$ cat src/rtl/voice_mixer_pkg.sv
// Shared definitions for the voice mixer: default sample width, the
// per-voice state encoding driven by the voice pipelines, and the mixer
// FSM state encoding.
package voice_mixer_pkg;

  localparam int MIX_DATA_W = 16;

  // Voice pipeline state as seen on i_state (2 bits per voice)
  typedef enum logic [1:0] {
    VS_IDLE = 2'b00,
    VS_BSY  = 2'b01,
    VS_RDY  = 2'b10
  } voice_state_t;

  typedef enum logic [1:0] {
    ST_WAIT  = 2'b00,
    ST_SCAN  = 2'b01,
    ST_SCALE = 2'b10,
    ST_OUT   = 2'b11
  } mix_state_t;

endpackage

$ cat src/rtl/voice_mixer_sample_tick.sv
// Sample-rate tick generator. Counts 0..SAMPLE_DIV-1 and wraps; tick is
// high for the single cycle in which the count sits at SAMPLE_DIV-1.
// Ports:
//   clk   in   system clock
//   rst   in   asynchronous active-low reset (count cleared to 0)
//   tick  out  one-cycle pulse per sample period
module voice_mixer_sample_tick #(
  parameter int SAMPLE_DIV = 1042
) (
  input  logic clk,
  input  logic rst,
  output logic tick
);

  localparam int CW = (SAMPLE_DIV > 1) ? $clog2(SAMPLE_DIV) : 1;

  logic [CW-1:0] count;

  assign tick = (count == CW'(SAMPLE_DIV - 1));

  always_ff @(posedge clk or negedge rst) begin
    if (!rst) begin
      count <= '0;
    end else if (tick) begin
      count <= '0;
    end else begin
      count <= count + CW'(1);
    end
  end

endmodule

$ cat src/rtl/voice_mixer.sv
// Voice mixer. Once per sample tick, sums the samples of every RDY voice
// (one voice per cycle), arithmetic-shifts the sum by GAIN_SHIFT, limits it
// to DATA_W bits and offers it downstream over valid/ready. Reports the
// number of RDY voices in the last mix and a sticky overrun flag set when a
// tick arrives while the previous mix is still in flight or unaccepted.
// Build option: define MIXER_SATURATE_EN to clamp the scaled value to the
// signed DATA_W range; otherwise the scaled value wraps to its low bits.
// Ports:
//   clk        in   system clock
//   rst        in   asynchronous active-low reset
//   i_state    in   per-voice state, voice v at [2v+1:2v]
//   i_signal   in   per-voice signed sample, voice v at [DATA_W*v +: DATA_W]
//   i_ready    in   downstream accepts o_sample this cycle
//   o_sample   out  mixed signed sample
//   o_valid    out  o_sample valid
//   o_active   out  RDY voice count of the last mix
//   o_overrun  out  sticky dropped-tick flag
//
// state    | meaning
// ---------+--------------------------------------------------------
// ST_WAIT  | idle until the next sample tick
// ST_SCAN  | accumulate one voice per cycle, NUM_VOICES cycles
// ST_SCALE | shift and limit the sum, load output registers
// ST_OUT   | hold sample until accepted by i_ready
module voice_mixer
  import voice_mixer_pkg::*;
#(
  parameter int NUM_VOICES = 4,
  parameter int DATA_W     = MIX_DATA_W,
  parameter int SAMPLE_DIV = 1042,
  parameter int GAIN_SHIFT = 2
) (
  input  logic                          clk,
  input  logic                          rst,
  input  logic [2*NUM_VOICES-1:0]       i_state,
  input  logic [DATA_W*NUM_VOICES-1:0]  i_signal,
  input  logic                          i_ready,
  output logic [DATA_W-1:0]             o_sample,
  output logic                          o_valid,
  output logic [$clog2(NUM_VOICES):0]   o_active,
  output logic                          o_overrun
);

  localparam int IDX_W = $clog2(NUM_VOICES);
  localparam int CNT_W = IDX_W + 1;
  // Sum of NUM_VOICES full-scale samples fits with IDX_W guard bits.
  localparam int ACC_W = DATA_W + IDX_W;

  logic tick;

  voice_mixer_sample_tick #(
    .SAMPLE_DIV(SAMPLE_DIV)
  ) u_tick (
    .clk (clk),
    .rst (rst),
    .tick(tick)
  );

  logic        [1:0]        v_state [NUM_VOICES];
  logic signed [DATA_W-1:0] v_sig   [NUM_VOICES];

  for (genvar v = 0; v < NUM_VOICES; v++) begin : g_unpack
    assign v_state[v] = i_state[2*v +: 2];
    assign v_sig[v]   = i_signal[DATA_W*v +: DATA_W];
  end

  mix_state_t               state, state_nxt;
  logic signed [ACC_W-1:0]  acc, acc_nxt;
  logic [CNT_W-1:0]         cnt, cnt_nxt;
  logic [IDX_W-1:0]         idx, idx_nxt;
  logic [DATA_W-1:0]        sample_nxt;
  logic                     valid_nxt;
  logic [CNT_W-1:0]         active_nxt;
  logic                     overrun_nxt;
  logic [DATA_W-1:0]        limited;

`ifdef MIXER_SATURATE_EN
  localparam logic signed [ACC_W-1:0] SAT_MAX = {{(IDX_W+1){1'b0}}, {(DATA_W-1){1'b1}}};
  localparam logic signed [ACC_W-1:0] SAT_MIN = {{(IDX_W+1){1'b1}}, {(DATA_W-1){1'b0}}};

  logic signed [ACC_W-1:0] scaled;
  assign scaled = acc >>> GAIN_SHIFT;

  always_comb begin
    limited = scaled[DATA_W-1:0];
    if (scaled > SAT_MAX) begin
      limited = SAT_MAX[DATA_W-1:0];
    end else if (scaled < SAT_MIN) begin
      limited = SAT_MIN[DATA_W-1:0];
    end
  end
`else
  always_comb begin
    limited = DATA_W'(acc >>> GAIN_SHIFT);
  end
`endif

  always_comb begin
    state_nxt   = state;
    acc_nxt     = acc;
    cnt_nxt     = cnt;
    idx_nxt     = idx;
    sample_nxt  = o_sample;
    valid_nxt   = o_valid;
    active_nxt  = o_active;
    overrun_nxt = o_overrun;

    case (state)
      ST_WAIT: begin
        if (tick) begin
          state_nxt = ST_SCAN;
          acc_nxt   = '0;
          cnt_nxt   = '0;
          idx_nxt   = '0;
        end
      end
      ST_SCAN: begin
        if (v_state[idx] == VS_RDY) begin
          acc_nxt = acc + ACC_W'(v_sig[idx]);
          cnt_nxt = cnt + CNT_W'(1);
        end
        if (idx == IDX_W'(NUM_VOICES - 1)) begin
          state_nxt = ST_SCALE;
        end else begin
          idx_nxt = idx + IDX_W'(1);
        end
      end
      ST_SCALE: begin
        sample_nxt = limited;
        active_nxt = cnt;
        valid_nxt  = 1'b1;
        state_nxt  = ST_OUT;
      end
      ST_OUT: begin
        if (i_ready && o_valid) begin
          valid_nxt = 1'b0;
          state_nxt = ST_WAIT;
        end
      end
      default: state_nxt = ST_WAIT;
    endcase

    // Any tick outside WAIT is lost; the mix in progress is left untouched.
    if (tick && (state != ST_WAIT)) begin
      overrun_nxt = 1'b1;
    end
  end

  always_ff @(posedge clk or negedge rst) begin
    if (!rst) begin
      state     <= ST_WAIT;
      acc       <= '0;
      cnt       <= '0;
      idx       <= '0;
      o_sample  <= '0;
      o_valid   <= 1'b0;
      o_active  <= '0;
      o_overrun <= 1'b0;
    end else begin
      state     <= state_nxt;
      acc       <= acc_nxt;
      cnt       <= cnt_nxt;
      idx       <= idx_nxt;
      o_sample  <= sample_nxt;
      o_valid   <= valid_nxt;
      o_active  <= active_nxt;
      o_overrun <= overrun_nxt;
    end
  end

endmodule

$ cat config.mk
export PLATFORM = sky130hd
export DESIGN_NAME = voice_mixer
export DESIGN_NICKNAME = d
export VERILOG_FILES = /design/src/rtl/voice_mixer_pkg.sv /design/src/rtl/voice_mixer_sample_tick.sv /design/src/rtl/voice_mixer.sv
export SDC_FILE = /design/constraint.sdc
export NUM_CORES = 1
export LEC_CHECK = 0
export CAP_MARGIN = 20
export CORE_ASPECT_RATIO = 1.5
export CORE_UTILIZATION = 53
export CTS_CLUSTER_SIZE = 8
export DETAILED_ROUTE_END_ITERATION = 10
export HOLD_SLACK_MARGIN = 0.06
export PLACE_DENSITY = 0.86
export RECOVER_POWER = 25
export SLEW_MARGIN = 10
export SYNTH_ARGS = -nofsm -noshare
export SYNTH_HDL_FRONTEND = slang
export SYNTH_HIERARCHICAL = 1
export SYNTH_SLANG_ARGS = --single-unit
$ cat constraint.sdc
create_clock -name clk -period 7.2 [get_ports clk]
set_input_delay 2.16 -clock clk [delete_from_list [all_inputs] [get_ports clk]]
set_output_delay 2.16 -clock clk [all_outputs]
set_load 0.05 [all_outputs]
==> results.txt, run 1 <==
----------------------------------------------------
[Worst hold path]
  Worst min-delay path class ... reg -> reg

[Placement]
  Half-perimeter wire length after detailed placement ... between 6000 and 7000 um
  Placed cell area ... 4640 um2
  Routability Congestion ... between 0.8 and 0.9
  Buffers added on ports ... 95
  DP Cell Count ... around 500

[Power and ir drop]
  Net switching power figure ... approximately 0.00018 W
  Sw frac ... 0.243
  Cell Pwr Density ... 151 nW/um2
  Internal power component ... ~0.00055 W
  Leakage power ... between 2 and 2.5 nW
  Combinational fraction of design power ... 0.147
  Overall power consumption ... roughly 0.00073 W
  Sequential share of power ... 0.446
  Worst IR Drop VDD ... between 100 and 150 uV
  Clock Power Share ... 0.407

[Floorplanning]
  Core Box Area ... 6580 um2
  X dimension of the die ... ~70 um
  Die Y-Extent ... a little over 100 um
  Placement row count ... 36
  I/O Pins ... 96
  Initial core utilization ... 0.557
  Area of the die ... between 7000 and 8000 um2

[Routing]
  Vias ... between 3000 and 4000
  Remaining DRCs ... 0
  Met1 routed wirelength after detailed routing ... 3220 um
  Total length of routed met2 wires ... 4890 um
  Drt via density ... just under 6
  Mean routed wirelength per cell ... roughly 17 um
  Number of design-rule violations left by the first detailed-router iteration ... 224
  Routed WL ... roughly 8900 um
  Highest metal layer with signal wires ... met4
  Length of routed met3 wiring ... ~500 um
  Number of routed nets with antenna violations ... 0
  Count of TritonRoute iterations in the first routing pass ... 4

[Layout]
  Fin util ... 0.739
  Area growth from synthesis to layout ... 32.6%
  Final instance area ... a little under 5000 um2
  Final Non-Filler Cells ... roughly 510
  Antenna cell count ... 0
  Total Nets Final ... between 500 and 600
  # fillers ... 468
  Ratio of cells with drive above 1 in the final layout ... 0.119

[Synth]
  Synth cell types ... between 50 and 60
  Count of flip-flops with a built-in enable after synthesis ... 0
  Post-synth design cell area ... 3660 um2
  Post-synth top flop ... dfrtp_1
  Post-synth ARST share ... 1.00
  Cell count after synthesis ... 339
  Post-Synthesis Mean Instance Area ... approximately 11 um2
  Number of warnings issued by yosys ... 6
  Syn_nets ... 441
  Sequential cell area fraction in the yosys report ... 0.389
  Number of synthesized register bits ... between 50 and 60

[Timing]
  Max-slew headroom at the worst pin ... 0.331
  Worst-Margin Slew ... about 1.0 ns
  Number of endpoints failing setup at the final stage ... 0
  Share of the clock period used by the worst path after layout ... 0.668
  Final hold violation count ... 0
  Clock Skew ... 0.00648 ns
  Post-route setup TNS ... 0 ns
  Unrepaired setup endpoints after global routing ... no
  Period minus WS final ... approximately 4.8 ns
  Max frequency ... between 200 and 250 MHz
  Max Slew Vio Count ... 0

[Status]
  Run status ... finished, final reports clean

[GRT]
  Largest net degree at the start of global routing ... 58
  Overflow left after global routing ... 0
  Wire length of the first global-routing pass ... between 10000 and 15000 um
  Initial antenna violation count ... 0
  Via count of the first global-routing pass ... between 3000 and 4000
  Global-route total usage across every layer ... 0.258

[Clocking]
  Resize count post-CTS ... 0
  H-tree level count ... 3
  Post-CTS clock slew at the launch and capture registers of the worst setup and hold paths ... 0.07 ns
  TritonCTS clock tree ... yes
  Sinks on Clock Net ... 57
  # Post-CTS Setup Buffers ... 0
  Clock Path Buffers ... 2
  CTS root buffer ... clkbuf_8
  Clock insertion delay at the later pin of the skew report ... about 0.34 ns
  Total CTS buffers ... 9
  Hold buffer count at cts ... 0

[Run]
  Max-cap viol count ... 0

[Worst setup path]
  Kind of critical path ... in -> reg
  Maximum fanout along the worst path ... 9
  Critical Path End Type ... register
  CP top delay family ... compound AO/OA/AOI/OAI gates
  WP buf/inv ... 1
  Worst setup SP type ... input pin
  Highest cell delay on the worst timing path ... around 0.48 ns
  Req. time, crit path ... roughly 7.4 ns
  Cell at the slowest stage of the critical path ... mux4_2
  Worst Path Arrival ... 5.04 ns
  Cells along the critical path ... clkdlybuf4s50_1, mux4_2, ha_1, a21oi_4, o21ai_2, a221o_1, a21oi_1, a21boi_0, or4b_1, o311ai_1

----------------------------------------------------
-- worst paths after layout --
path	depth (start not counted)	slack, ns	endpoint	startpoint
worst min register to register	1	0.46	o_overrun$_DFFE_PN0P_	o_overrun$_DFFE_PN0P_
worst max-delay path	10	2.39	acc[17]$_DFFE_PN0P_	i_signal[60]
worst max register to register	9	3.66	acc[17]$_DFFE_PN0P_	idx[0]$_DFFE_PN0P_
worst min-delay path	1	0.46	o_overrun$_DFFE_PN0P_	o_overrun$_DFFE_PN0P_
min in group asynchronous	2	1.95	o_sample[0]$_DFFE_PN0P_	rst
max in group asynchronous	2	4.74	o_sample[8]$_DFFE_PN0P_	rst
-- layout make-up --
cell class	count	area (um2)	area share
Multi-Input combinational cell	252	2100	0.432
Sequential cell	57	1430	0.294
Timing Repair Buffer	97	981	0.202
Clock buffer	11	141	0.0291
Tap cell	76	95.1	0.0196
Inverter	16	60.1	0.0124
Clock inverter	5	55.1	0.0113
-- state kept, by name (all words and copies together), names as in the netlist --
name	cells
o_overrun	1
state	2
o_active	3
cnt	3
idx	2
o_valid	1
acc	18
u_tick/count	11
o_sample	16
-- cell usage after synthesis, types with 4 or more instances --
cell / count / area share
dfrtp_1: 57 / 0.39
nand3_1: 10 / 0.014
o31ai_1: 9 / 0.018
nor2_1: 14 / 0.014
a21oi_1: 19 / 0.026
xnor2_1: 13 / 0.031
xor2_1: 9 / 0.022
o21ai_0: 23 / 0.031
clkbuf_1: 7 / 0.0072
mux2_2: 19 / 0.058
inv_1: 16 / 0.016
a21o_1: 8 / 0.016
nand4_1: 5 / 0.0085
nand2_1: 33 / 0.034
nor3_1: 4 / 0.0055
mux4_1: 8 / 0.057
mux4_2: 8 / 0.049
ha_1: 26 / 0.089
-- cell usage in the layout (no fill, tap or decap), types with 9 or more instances in the layout --
cell,instances
a21oi_1,19
clkbuf_8,10
clkdlybuf4s50_1,94
dfrtp_1,57
ha_1,26
inv_1,16
mux2_2,19
nand2_1,33
nand3_1,10
nor2_1,14
o21ai_0,23
o31ai_1,9
xnor2_1,13
xor2_1,9
-- per-stage QoR --
stage / worst slack [ns] / hold slack (ns)
after CTS: 2.41 / 0.464
after floorplan: 2.74 / 0.445
after global routing: 2.24 / 0.493
after detailed placement: 2.05 / 0.447
final: 2.39 / 0.462
after global placement: 2.09 / 0.445
-- metal layers --
| layer | vias to the layer above | global-route usage |
|---|---|---|
| met1 | 1477 | 0.273 |
| met2 | 112 | 0.472 |
| met3 | 19 | 0.0652 |
| met5 | - | 0 |
| met4 | 0 | 0.110 |
| li1 | 1441 | - |
-- logic make-up after synthesis --
family,after synthesis,share of synthesized area
multiplexers,36,0.168
XOR/XNOR,22,0.0526
adder cells (fa/ha/maj),27,0.0942
AND/OR/NAND/NOR,86,0.117
buffers and inverters,30,0.0369
AO/OA/AOI/OAI,81,0.142
flip-flops,57,0.389
-- power by group through the flow --
stage / clock (W) / sequential (W) / combinational [W]
floorplan: 0 / 0.000331 / 0.0000509
global placement: 0 / 0.000332 / 0.000104
detailed placement: 0 / 0.000332 / 0.000107
CTS: 0.000305 / 0.000327 / 0.000108
global route: 0.000323 / 0.000327 / 0.000117
finish: 0.000298 / 0.000327 / 0.000108
-- worst reg2reg max path, delay by kind of cell, from the launching register on --
family	cells	cell delay (ns)
buffers and inverters	1	0.22
AND/OR/NAND/NOR	2	0.37
AO/OA/AOI/OAI	4	1.19
flip-flops	1	0.66
adder cells (fa/ha/maj)	1	0.40
multiplexers	1	0.59
No activity file was read; power rests on OpenSTA's default activity.
==> inputs of run 2 (changes only) <==
--- a/config.mk
+++ b/config.mk
@@ -7,11 +7,11 @@
 export LEC_CHECK = 0
 export CAP_MARGIN = 20
 export CORE_ASPECT_RATIO = 1.5
-export CORE_UTILIZATION = 53
+export CORE_UTILIZATION = 49
 export CTS_CLUSTER_SIZE = 8
 export DETAILED_ROUTE_END_ITERATION = 10
 export HOLD_SLACK_MARGIN = 0.06
-export PLACE_DENSITY = 0.86
+export PLACE_DENSITY = 0.8
 export RECOVER_POWER = 25
 export SLEW_MARGIN = 10
 export SYNTH_ARGS = -nofsm -noshare
==> constraint.sdc (replaced) <==
create_clock -name clk -period 4.8 [get_ports clk]
set_input_delay 1.44 -clock clk [delete_from_list [all_inputs] [get_ports clk]]
set_output_delay 1.44 -clock clk [all_outputs]
set_load 0.05 [all_outputs]
==> run 2 against run 1 <==
  * Cell area grew 0.90%
  * Sequential share of layout area decreased by 0.26 points
  * The flow now finishes with violations (max-capacitance violations, max-slew violations)
  * Combinational power up 47%
  * Register-to-register slack worse by 2.5 ns
  * Critical endpoint unchanged
  * Largest cell class unchanged
  * Wire length fell by 5.8%
  * Non-clock buffer count increased by 2
  * Critical path depth is the same
==> results.txt, run 2 (synthesis gave the netlist of run 1 again) <==
----------------------------------------------------
[Power and ir drop]
  Leakage power ... approximately 2.2 nW
  Sequential share of power ... 0.427
  Cell Pwr Density ... between 200 and 250 nW/um2
  Combinational fraction of design power ... 0.139
  Net switching power figure ... about 0.00025 W
  Sw frac ... 0.220
  Internal power component ... slightly below 0.0009 W
  Worst IR Drop VDD ... 164 uV
  Clock Power Share ... 0.434

[Clocking]
  Total CTS buffers ... 9
  Clock insertion delay at the later pin of the skew report ... around 0.34 ns
  Hold buffer count at cts ... 0
  Resize count post-CTS ... 0
  Sinks on Clock Net ... 57
  Post-CTS clock slew at the launch and capture registers of the worst setup and hold paths ... roughly 0.06 ns
  CTS root buffer ... clkbuf_8
  TritonCTS clock tree ... yes
  # Post-CTS Setup Buffers ... 0
  Clock Path Buffers ... 2
  H-tree level count ... 3

[Worst setup path]
  Reg2Reg Capture Point ... acc[17]$_DFFE_PN0P_
  Cell at the slowest stage of the critical path ... mux4_2
  Worst setup SP type ... input pin
  WP buf/inv ... 1
  Req. time, crit path ... between 5 and 6 ns
  Highest cell delay on the worst timing path ... around 0.49 ns
  Worst setup startpoint ... i_signal[60]
  Cell depth of the worst flop-to-flop path ... 10
  CP top delay family ... compound AO/OA/AOI/OAI gates
  Kind of critical path ... in -> reg
  Maximum fanout along the worst path ... 9
  Worst Path Arrival ... 4.30 ns
  Slack of the worst reg-to-reg path ... 1.18 ns
  Reg-to-reg startpoint ... idx[0]$_DFFE_PN0P_
  Critical Path End Type ... register
  Total number of cells along the worst setup path ... 10
  Cells along the critical path ... clkdlybuf4s50_1, mux4_2, ha_1, a21oi_4, o21ai_2, a221o_1, a21oi_1, a21boi_0, or4b_1, o311ai_1

[Floorplanning]
  Area of the die ... 7840 um2
  X dimension of the die ... roughly 73 um
  Core Box Area ... ~7200 um2
  Die Y-Extent ... 108 um
  I/O Pins ... 96
  Placement row count ... 38
  Initial core utilization ... 0.507

[Routing]
  Count of TritonRoute iterations in the first routing pass ... 4
  Number of routed nets with antenna violations ... 0
  Routed WL ... 8340 um
  Mean routed wirelength per cell ... around 16 um
  Drt via density ... between 5 and 6
  Number of design-rule violations left by the first detailed-router iteration ... 156
  Vias ... around 3000
  Remaining DRCs ... 0

[Timing]
  Worst-Margin Slew ... ~1.5 ns
  Final hold violation count ... 0
  Share of the clock period used by the worst path after layout ... 0.845
  Max frequency ... between 200 and 250 MHz
  Post-route setup TNS ... 0 ns
  Max Slew Vio Count ... 29
  Worst hold slack ... 0.476 ns
  Number of endpoints failing setup at the final stage ... 0
  Period minus WS final ... a little over 4 ns
  Max-slew headroom at the worst pin ... -0.0292
  Unrepaired setup endpoints after global routing ... no
  Clock Skew ... between 0.008 and 0.009 ns

[Placement]
  Buffers added on ports ... 95
  Routability Congestion ... ~0.90
  Half-perimeter wire length after detailed placement ... around 6500 um

[Worst hold path]
  Worst min-delay path class ... reg -> reg
  Hold Path Sink ... acc[0]$_DFFE_PN0P_
  Hold Crit Start ... acc[0]$_DFFE_PN0P_
  Instance count along the most critical hold path ... 2

[Layout]
  Ratio of cells with drive above 1 in the final layout ... 0.119
  Largest register by flop count ... acc
  Antenna cell count ... 0
  Largest register FFs ... 18
  Area growth from synthesis to layout ... 33.8%
  Most frequent cells in the layout ... clkdlybuf4s50_1 (94), dfrtp_1 (57), nand2_1 (33), ha_1 (26), o21ai_0 (23)
  Total Nets Final ... roughly 540
  Most common library cell in the layout ignoring fill and taps ... clkdlybuf4s50_1
  Biggest registers after layout ... acc x18, o_sample x16, u_tick/count x11

[GRT]
  Initial antenna violation count ... 0
  Via count of the first global-routing pass ... approximately 3200
  Wire length of the first global-routing pass ... approximately 14000 um
  Largest net degree at the start of global routing ... 31
  Overflow left after global routing ... 0
  Global-route total usage across every layer ... 0.236

[Status]
  Failing checks ... max-capacitance violations, max-slew violations
  Run status ... complete, but fails checks

[Run]
  Max-cap viol count ... 1

----------------------------------------------------
## run 2: cell count changes in the layout (fill, tap and decap cells not counted)
| cell | before | now |
|---|---|---|
| clkbuf_8 | 10 | 11 |
| buf_2 | 1 | 0 |
| clkinv_2 | 2 | 1 |
| bufinv_16 | 1 | 2 |
| clkinvlp_4 | 2 | 0 |
| buf_4 | 1 | 4 |
| buf_16 | 1 | 0 |
## run 2: tightest hold or removal path, stage by stage, from the launching register on
cell     delay, ns
dfrtp_1       0.34
nand2_1       0.05
nand2_1       0.05
## run 2: routing by layer
metal | vias to the layer above | track usage | part of all wire | routed length, um
met5 | - | 0 | 0 | 0
met1 | 1485 | 0.243 | 0.38 | 3130
li1 | 1442 | - | - | -
met2 | 84 | 0.440 | 0.55 | 4610
met3 | 16 | 0.0496 | 0.046 | 385
met4 | 0 | 0.115 | 0.026 | 213
## run 2: worst max path at each step
stage / endpoint / slack [ns]
CTS: acc[17]$_DFFE_PN0P_ / 0.75
floorplan: acc[17]$_DFFE_PN0P_ / 1.06
detailed placement: acc[17]$_DFFE_PN0P_ / 0.39
global placement: acc[17]$_DFFE_PN0P_ / 0.48
global route: acc[14]$_DFFE_PN0P_ / 0.58
finish: acc[17]$_DFFE_PN0P_ / 0.74
## run 2: through the flow
stage	total power, W	util	area, um2	instances	setup slack [ns]
detailed placement	0.000658	0.649	4690	524	0.385
CTS	0.00116	0.679	4910	538	0.752
global placement	0.000654	0.649	4690	524	0.485
floorplan	0.000573	-	3660	339	1.06
global route	0.00119	0.678	4900	538	0.584
finish	0.00115	0.678	4900	538	0.742
## run 2: area by class of cell
cell class                      instances  area (um2)
Inverter                               16        60.1
Fill cell                             585        2320
Multi-Input combinational cell        252        2100
Tap cell                              100         125
Clock inverter                          3        65.1
Sequential cell                        57        1430
Timing Repair Buffer                   99         975
Clock buffer                           11         151
## run 2: power by group through the flow
stage          combinational [W]  sequential [W]  clock [W]
4_1_cts                 0.000161        0.000490   0.000506
5_1_grt                 0.000175        0.000490   0.000524
2_1_floorplan          0.0000763        0.000497          0
6_report                0.000159        0.000490   0.000497
3_3_place_gp            0.000156        0.000498          0
3_5_place_dp            0.000160        0.000498          0
==> inputs of run 3 (changes only) <==
==> constraint.sdc (replaced) <==
create_clock -name clk -period 3.9 [get_ports clk]
set_input_delay 1.17 -clock clk [delete_from_list [all_inputs] [get_ports clk]]
set_output_delay 1.17 -clock clk [all_outputs]
set_load 0.05 [all_outputs]
==> run 3 against run 2 <==
  * Sequential share of layout area fell by 0.62 points
  * Clock-buffer cell count rose by 2
  * The run now ends clean
  * Non-clock buffer count rose by 19
  * Register-to-register slack got worse by 0.63 ns
  * Critical endpoint unchanged
  * Via count rose by 0.17%
==> results.txt, run 3 (synthesis gave the netlist of run 1 again) <==
----------------------------------------------------
[Clocking]
  Clock Path Buffers ... 2
  TritonCTS clock tree ... yes
  Total CTS buffers ... 9
  Hold buffer count at cts ... 0
  Post-CTS clock slew at the launch and capture registers of the worst setup and hold paths ... approximately 0.060 ns
  Resize count post-CTS ... 0
  Clock insertion delay at the later pin of the skew report ... 0.34 ns
  H-tree level count ... 3
  CTS root buffer ... clkbuf_8
  # Post-CTS Setup Buffers ... 0
  Sinks on Clock Net ... 57

[Routing]
  Number of routed nets with antenna violations ... 0
  Drt via density ... around 5.5
  Mean routed wirelength per cell ... 15.8 um
  Number of design-rule violations left by the first detailed-router iteration ... between 100 and 150
  Remaining DRCs ... 0
  Routed WL ... about 8800 um
  Count of TritonRoute iterations in the first routing pass ... 4
  Vias ... just over 3000

[Worst hold path]
  Hold Crit Start ... o_overrun$_DFFE_PN0P_
  Instance count along the most critical hold path ... 1
  Worst min-delay path class ... reg -> reg
  Hold Path Sink ... o_overrun$_DFFE_PN0P_

[Worst setup path]
  Worst Path Arrival ... between 3 and 4 ns
  Reg2Reg Capture Point ... acc[8]$_DFFE_PN0P_
  Kind of critical path ... in -> reg
  Maximum fanout along the worst path ... 7
  Cell depth of the worst flop-to-flop path ... 13
  Slack of the worst reg-to-reg path ... 0.55 ns
  Reg-to-reg startpoint ... idx[0]$_DFFE_PN0P_
  Req. time, crit path ... between 4 and 5 ns
  Critical Path End Type ... register
  Worst setup SP type ... input pin

[Floorplanning]
  X dimension of the die ... a little over 70 um
  Core Box Area ... between 7000 and 8000 um2
  I/O Pins ... 96
  Die Y-Extent ... 108 um
  Initial core utilization ... 0.507
  Placement row count ... 38
  Area of the die ... just under 8000 um2

[Timing]
  Worst hold slack ... 0.464 ns
  Max frequency ... ~270 MHz
  Share of the clock period used by the worst path after layout ... 0.950
  Clock Skew ... between 0.007 and 0.008 ns
  Max-slew headroom at the worst pin ... 0.0573
  Final hold violation count ... 0
  Worst-Margin Slew ... 1.41 ns
  Number of endpoints failing setup at the final stage ... 0
  Max Slew Vio Count ... 0
  Unrepaired setup endpoints after global routing ... no
  Period minus WS final ... 3.71 ns

[Layout]
  Total Nets Final ... 556
  Final instance area ... between 5000 and 6000 um2
  Register cell area after layout ... 1430 um2
  Largest register by flop count ... acc
  # fillers ... about 580
  Biggest registers after layout ... acc x18, o_sample x16, u_tick/count x11
  Area of the multi-input gates ... around 2100 um2
  Antenna cell count ... 0
  Most frequent cells in the layout ... clkdlybuf4s50_1 (94), dfrtp_1 (57), nand2_1 (33), ha_1 (26), o21ai_0 (23)
  Area growth from synthesis to layout ... 36.7%
  Ratio of cells with drive above 1 in the final layout ... 0.154
  Most common library cell in the layout ignoring fill and taps ... clkdlybuf4s50_1
  Largest register FFs ... 18

[GRT]
  Largest net degree at the start of global routing ... 58
  Initial antenna violation count ... 0
  Overflow left after global routing ... 0
  Via count of the first global-routing pass ... 3198
  Wire length of the first global-routing pass ... about 14000 um
  Global-route total usage across every layer ... 0.246

[Power and ir drop]
  Worst IR Drop VDD ... between 150 and 200 uV
  Cell Pwr Density ... approximately 260 nW/um2
  Leakage power ... about 2.2 nW

[Placement]
  Routability Congestion ... 0.872
  Buffers added on ports ... 95
  Placed cell area ... a little under 5000 um2
  Half-perimeter wire length after detailed placement ... between 6000 and 7000 um

[Run]
  Max-cap viol count ... 0

[Status]
  Run status ... finished, final reports clean

----------------------------------------------------
==> run 3: changes by cell type in the layout (fill, tap and decap cells not counted) <==
cell | previous run | this run
buf_12 | 0 | 1
buf_2 | 0 | 1
buf_4 | 4 | 21
bufinv_16 | 2 | 0
clkbuf_2 | 0 | 1
clkbuf_8 | 11 | 12
clkinv_2 | 1 | 0
==> run 3: worst max-delay path by stage <==
stage                            start  slack, ns             endpoint  cells after the start
after detailed placement  i_signal[16]      -0.15  acc[14]$_DFFE_PN0P_                     13
after global routing      i_signal[16]       0.01  acc[12]$_DFFE_PN0P_                     13
after CTS                 i_signal[12]       0.22  acc[17]$_DFFE_PN0P_                     10
after floorplan           i_signal[60]       0.43  acc[17]$_DFFE_PN0P_                     10
after global placement    i_signal[60]      -0.08  acc[17]$_DFFE_PN0P_                     10
final                     i_signal[12]       0.19  acc[17]$_DFFE_PN0P_                     10
==> run 3: per-layer routing <==
layer	global-route usage	vias to the layer above	share of wire
li1	-	1476	-
met1	0.263	1448	0.39
met2	0.451	89	0.55
met3	0.0524	19	0.043
met4	0.118	0	0.025
met5	0	-	0
==> run 3: where the power goes <==
group	switching [W]	internal (W)	leakage, nW
Combinational	0.0000848	0.000132	1.39
Clock	0.000222	0.000272	0.0875
Sequential	0.00000500	0.000597	0.756
Total	0.000311	0.00100	2.23
==> run 3: through the flow <==
stage / setup TNS [ns] / worst slack (ns) / instances / util / total power (W)
floorplan: 0 / 0.434 / 339 / - / 0.000705
CTS: 0 / 0.223 / 556 / 0.694 / 0.00133
finish: 0 / 0.194 / 556 / 0.693 / 0.00131
global route: 0 / 0.0146 / 556 / 0.693 / 0.00137
global placement: -0.0782 / -0.0782 / 543 / 0.671 / 0.000823
detailed placement: -0.622 / -0.147 / 543 / 0.671 / 0.000830
==> run 3: cell type report <==
| class | instances | area share |
|---|---|---|
| multi-input cells | 252 | 0.419 |
| flip-flops and latches | 57 | 0.285 |
| inverters | 16 | 0.0120 |
| well taps | 100 | 0.0250 |
| repair buffers | 118 | 0.225 |
| clock buffers | 13 | 0.0337 |
==> run 3: worst max-delay path, cell delays in order <==
cell	delay, ns
clkdlybuf4s50_1	0.40
mux4_2	0.48
ha_1	0.41
a21oi_4	0.20
o21ai_2	0.08
a221o_1	0.32
a21oi_1	0.19
a21boi_0	0.12
or4b_1	0.47
o311ai_1	0.09
